**config.mk**
```make
export PLATFORM = sky130hd
export DESIGN_NAME = id_stage
export DESIGN_NICKNAME = d
export VERILOG_FILES = /design/src/rtl/id_stage.sv
export SDC_FILE = /design/constraint.sdc
export NUM_CORES = 1
export LEC_CHECK = 0
export ABC_AREA = 1
export BUFFER_PORTS_ARGS = -buffer_cell sky130_fd_sc_hd__buf_2
export CAP_MARGIN = 20
export CORE_ASPECT_RATIO = 0.8
export CORE_UTILIZATION = 40
export CTS_CLUSTER_SIZE = 14
export DETAILED_ROUTE_END_ITERATION = 12
export PLACE_DENSITY = 0.78
export SLEW_MARGIN = 20
export SYNTH_ARGS = -nofsm -noshare
export SYNTH_HDL_FRONTEND = slang
export SYNTH_SLANG_ARGS = --single-unit
```
**constraint.sdc**
```tcl
create_clock -name clk -period 1.5 [get_ports clk]
set_clock_uncertainty 0.1 [all_clocks]
set_input_delay 0.375 -clock clk [delete_from_list [all_inputs] [get_ports clk]]
set_output_delay 0.375 -clock clk [all_outputs]
set_load 0.05 [all_outputs]
```
**src/rtl/id_stage.sv**
```systemverilog
// Instruction-decode stage: IF/ID register, opcode-class decode, RAW scoreboard and stall.
// Optional feature macro: HAZARD_INTERLOCK_EN (countdown scoreboard plus stall to fetch).
module id_stage #(
  parameter int unsigned IW     = 16,
  parameter int unsigned AW     = 10,
  parameter int unsigned OPW    = 6,
  parameter int unsigned WB_LAT = 5
) (
  input  logic              clk,
  input  logic              reset,
  input  logic [IW-1:0]     iFetchedInst,
  input  logic [AW-1:0]     iNew_pc,
  input  logic              iBr_taken,
  output logic              oStall,
  output logic              oValid,
  output logic [OPW-1:0]    oOpcode,
  output logic [IW-OPW-1:0] oOperand,
  output logic [AW-1:0]     oPc,
  output logic              oWrA,
  output logic              oWrB,
  output logic              oWrC,
  output logic              oMemRd,
  output logic              oMemWr,
  output logic              oBranch,
  output logic [AW-1:0]     oBrTarget
);

  // Opcode map of the instruction set; anything else decodes as a no-effect bubble.
  localparam logic [OPW-1:0] OpNop  = OPW'(8'h00);
  localparam logic [OPW-1:0] OpLdca = OPW'(8'h01);
  localparam logic [OPW-1:0] OpLdcb = OPW'(8'h02);
  localparam logic [OPW-1:0] OpLda  = OPW'(8'h03);
  localparam logic [OPW-1:0] OpLdb  = OPW'(8'h04);
  localparam logic [OPW-1:0] OpSta  = OPW'(8'h05);
  localparam logic [OPW-1:0] OpStb  = OPW'(8'h06);
  localparam logic [OPW-1:0] OpAdda = OPW'(8'h07);
  localparam logic [OPW-1:0] OpAddb = OPW'(8'h08);
  localparam logic [OPW-1:0] OpBacs = OPW'(8'h09);
  localparam logic [OPW-1:0] OpBacc = OPW'(8'h0A);

  localparam logic [IW-1:0] NopInst = {OpNop, {(IW-OPW){1'b0}}};

  logic [IW-1:0] inst_q, inst_d;
  logic [AW-1:0] pc_q, pc_d;
  logic          vld_q, vld_d;

  logic [OPW-1:0]    opcode;
  logic [IW-OPW-1:0] operand;
  logic known, wr_a, wr_b, wr_c, mem_rd, mem_wr, branch;
  logic hazard, issue;

  assign opcode  = inst_q[IW-1:IW-OPW];
  assign operand = inst_q[IW-OPW-1:0];

  always_comb begin
    known  = 1'b1;
    wr_a   = 1'b0;
    wr_b   = 1'b0;
    wr_c   = 1'b0;
    mem_rd = 1'b0;
    mem_wr = 1'b0;
    branch = 1'b0;
    case (opcode)
      OpLdca: wr_a = 1'b1;
      OpLdcb: wr_b = 1'b1;
      OpLda: begin
        wr_a   = 1'b1;
        mem_rd = 1'b1;
      end
      OpLdb: begin
        wr_b   = 1'b1;
        mem_rd = 1'b1;
      end
      OpSta, OpStb: mem_wr = 1'b1;
      OpAdda: begin
        wr_a = 1'b1;
        wr_c = 1'b1;
      end
      OpAddb: begin
        wr_b = 1'b1;
        wr_c = 1'b1;
      end
      OpBacs, OpBacc: branch = 1'b1;
      default: known = 1'b0;
    endcase
  end

`ifdef HAZARD_INTERLOCK_EN
  localparam int unsigned CW = $clog2(WB_LAT + 1);

  logic [CW-1:0] cnt_a_q, cnt_a_d, cnt_b_q, cnt_b_d, cnt_c_q, cnt_c_d;
  logic rd_a, rd_b, rd_c;

  always_comb begin
    rd_a = 1'b0;
    rd_b = 1'b0;
    rd_c = 1'b0;
    case (opcode)
      OpSta:          rd_a = 1'b1;
      OpStb:          rd_b = 1'b1;
      OpAdda, OpAddb: begin
        rd_a = 1'b1;
        rd_b = 1'b1;
      end
      OpBacs, OpBacc: rd_c = 1'b1;
      default: ;
    endcase
  end

  assign hazard = vld_q & ((rd_a & (cnt_a_q != '0)) |
                           (rd_b & (cnt_b_q != '0)) |
                           (rd_c & (cnt_c_q != '0)));

  function automatic logic [CW-1:0] cnt_next(input logic load, input logic [CW-1:0] cnt);
    if (load) return CW'(WB_LAT);
    if (cnt != '0) return cnt - CW'(1);
    return cnt;
  endfunction

  // Issue ignores iBr_taken: an instruction issuing in the flush cycle is already in execute.
  always_comb begin
    cnt_a_d = cnt_next(issue & wr_a, cnt_a_q);
    cnt_b_d = cnt_next(issue & wr_b, cnt_b_q);
    cnt_c_d = cnt_next(issue & wr_c, cnt_c_q);
  end

  always_ff @(posedge clk) begin
    if (reset) begin
      cnt_a_q <= '0;
      cnt_b_q <= '0;
      cnt_c_q <= '0;
    end else begin
      cnt_a_q <= cnt_a_d;
      cnt_b_q <= cnt_b_d;
      cnt_c_q <= cnt_c_d;
    end
  end
`else
  assign hazard = 1'b0;
`endif

  assign issue  = vld_q & known & ~hazard;
  assign oStall = hazard & ~iBr_taken;

  always_comb begin
    inst_d = inst_q;
    pc_d   = pc_q;
    vld_d  = vld_q;
    if (iBr_taken) begin
      inst_d = NopInst;
      pc_d   = '0;
      vld_d  = 1'b0;
    end else if (!hazard) begin
      inst_d = iFetchedInst;
      pc_d   = iNew_pc;
      vld_d  = 1'b1;
    end
  end

  always_ff @(posedge clk) begin
    if (reset) begin
      inst_q <= NopInst;
      pc_q   <= '0;
      vld_q  <= 1'b0;
    end else begin
      inst_q <= inst_d;
      pc_q   <= pc_d;
      vld_q  <= vld_d;
    end
  end

  assign oValid    = issue;
  assign oOpcode   = opcode;
  assign oOperand  = operand;
  assign oPc       = pc_q;
  assign oWrA      = issue & wr_a;
  assign oWrB      = issue & wr_b;
  assign oWrC      = issue & wr_c;
  assign oMemRd    = issue & mem_rd;
  assign oMemWr    = issue & mem_wr;
  assign oBranch   = issue & branch;
  assign oBrTarget = AW'(operand);

endmodule

```
==> impl_metrics.ini <==
[finish]
diodes = 0
area_growth_pct = 51.3
fillers = 241
drive_gt1_frac = 0.505
finalNetCount = 242

[yosys]
synth_async_sr_flop_share = 0
synth.most_common_cell = inv_1
netlist-cell-type-count = 17
netlist_instances = 142
synth_nets = 171
synth_flop_cell = dfxtp_1
avgSynthCellArea_um2 = 7.53
synth.yosys.seq_area_share = 0.505
mappedNetlistArea_mm2 = 0.00107
yosysTopAreaCellShare = 0.505
ys_ff_latch = 27
yosysWarnings = 0
ys_top_cells_by_area = dfxtp_1, inv_1, nor2_1
yosysTopAreaCell = dfxtp_1
synth_common_cells = inv_1, nor2_1, dfxtp_1
synth-edff-count = 0

[clock_network]
cts_tree = done
h-tree-depth = 1
clock_sinks = 27
cts_buffers = 3
clkTransAtPathRegs_ns = 0.13
cts_hold_buf = 0
cts_max_path_buffers = 2
root_buffer = clkbuf_4

[pwr]
total_power_w = 0.00138
irDropWorstVdd_uv = 579
p_leak_nw = 0.976
p_per_area_mw_per_mm2 = 850

[timing]
setup_viol = 7
fin_crit_sh = 1.40
hold_viol = 0
setup_ws_ns = -0.595
final.setup.tns_ns = -3.80
max_freq_mhz = 477
fin_crit_ns = 2.10
grt_setup_unrepaired = yes
drv_slew = 0

[setup_path]
path_cells = nor2_4 > inv_2 > nor2_2 > nand2_1 > nand2_2 > nand2_4 > a21oi_4 > buf_6
critPathSlowestCell = dfxtp_4
startpoint_type = flop
crit_path_end_kind = output pin
cp.arrival_ns = 1.62
critical_path_class = reg -> out
cp_max_fo = 6
slowest_delay_ns = 0.37
cp_data_required_time_ns = 1.02

[global_routing]
overflow = 0
antenna_found_initial = 0
grt_pass1_wl_um = 3440
grt_max_degree = 27
grt_pass1_vias = 895
grt_usage = 0.160

[routing]
viasPerCell = 4.06
postRouteAntennaNets = 0
vias = 1008
drtIter0Drc = 28
drt_first_pass_iters = 4
wl_per_cell_um = 8.52
drcViolationCount = 0
routed_wl_um = 2110

[placement]
port_buffers = 71
place_congestion = 0.865
dp_hpwl_um = 1630

[floorplan]
core_area_mm2 = 0.00248
initial_utilization = 0.431
rows = 16
dieArea_mm2 = 0.00289
die_w_um = 59.8
die_h_um = 48.3
pin_count = 73

[min_path]
hp-class = in -> reg

[outcome]
status = finished, violations left
violations = negative setup slack

[run]
cap_violations = 0
-- layout make-up --
cell class,instances,area (um^2),share of cell area
Tap cell,36,45.0,0.0278
Sequential cell,27,563,0.348
Timing Repair Buffer,79,494,0.305
Inverter,38,146,0.0904
Clock buffer,4,26.3,0.0162
Multi-Input combinational cell,64,344,0.213
-- report_power, final --
| group | switching (W) | internal, W | total [W] | leakage, nW |
|---|---|---|---|---|
| Sequential | 0.0000167 | 0.000740 | 0.000757 | 0.226 |
| Clock | 0.000186 | 0.000104 | 0.000290 | 0.0150 |
| Combinational | 0.000234 | 0.0000967 | 0.000330 | 0.735 |
| Total | 0.000436 | 0.000941 | 0.00138 | 0.976 |
-- registers in the layout, summed over array words and instances, names as in the netlist --
signal / count
inst_q: 16
oPc: 10
vld_q: 1
-- per-stage QoR --
stage	hold WS, ns	instances	util	worst slack (ns)	area (um^2)
global route	0.114	248	0.652	-0.708	1620
finish	0.118	248	0.652	-0.595	1620
detailed placement	0.455	241	0.597	-0.294	1480
global placement	0.454	241	0.597	-0.249	1480
floorplan	0.363	142	-	-0.257	1130
CTS	0.108	246	0.638	-0.572	1580
-- kinds of logic (layout without fill, tap and decap cells) --
group / after synthesis / in the layout / synth area share
AOI/OAI and AO/OA: 5 / 5 / 0.0374
buffers and inverters: 51 / 121 / 0.218
DFF: 27 / 27 / 0.505
other: 1 / 1 / 0.00351
and+or+nand+nor: 58 / 58 / 0.236
-- layout by cell type (no fill, tap or decap) --
master / n
nor2_4: 1
nor2_1: 33
buf_4: 7
clkbuf_4: 3
inv_2: 5
dfxtp_4: 6
nor3_2: 1
nand3_1: 3
conb_1: 1
clkinvlp_4: 1
o21ai_0: 1
buf_8: 5
nand3_2: 2
buf_2: 62
nor2_2: 1
nand2_2: 2
a21oi_4: 4
clkbuf_1: 1
nand2_4: 2
nand2_1: 13
inv_1: 32
dfxtp_1: 21
buf_6: 5
-- final timing paths --
kind / startpoint / endpoint / slack (ns) / cells past startpoint
setup / recovery: inst_q[14] / oWrA / -0.60 / 8
hold / removal: reset / vld_q / 0.12 / 2
-- critical path, delay by kind of cell (launching register included) --
kind	cells	cell delay, ns
AND/OR/NAND/NOR	5	0.54
flip-flops	1	0.37
buffers and inverters	2	0.23
AO/OA/AOI/OAI	1	0.17
-- what timing repair did --
action / 4_1_cts / 5_1_grt
setup buffers: 1 / 2
gates resized for setup: 22 / 5
setup endpoints to repair: 9 / 9
pin swaps: 2 / 3
-- layer usage --
metal  share of wire  GRT usage  up-vias  routed length (um)
li1                -          -      525                   -
met2            0.49      0.271       41                1030
met1            0.45      0.199      440                 941
met5               0          0        -                   0
met3           0.058     0.0318        2                 123
met4          0.0076     0.0837        0                  16
Power figures use the tool's default switching activity.
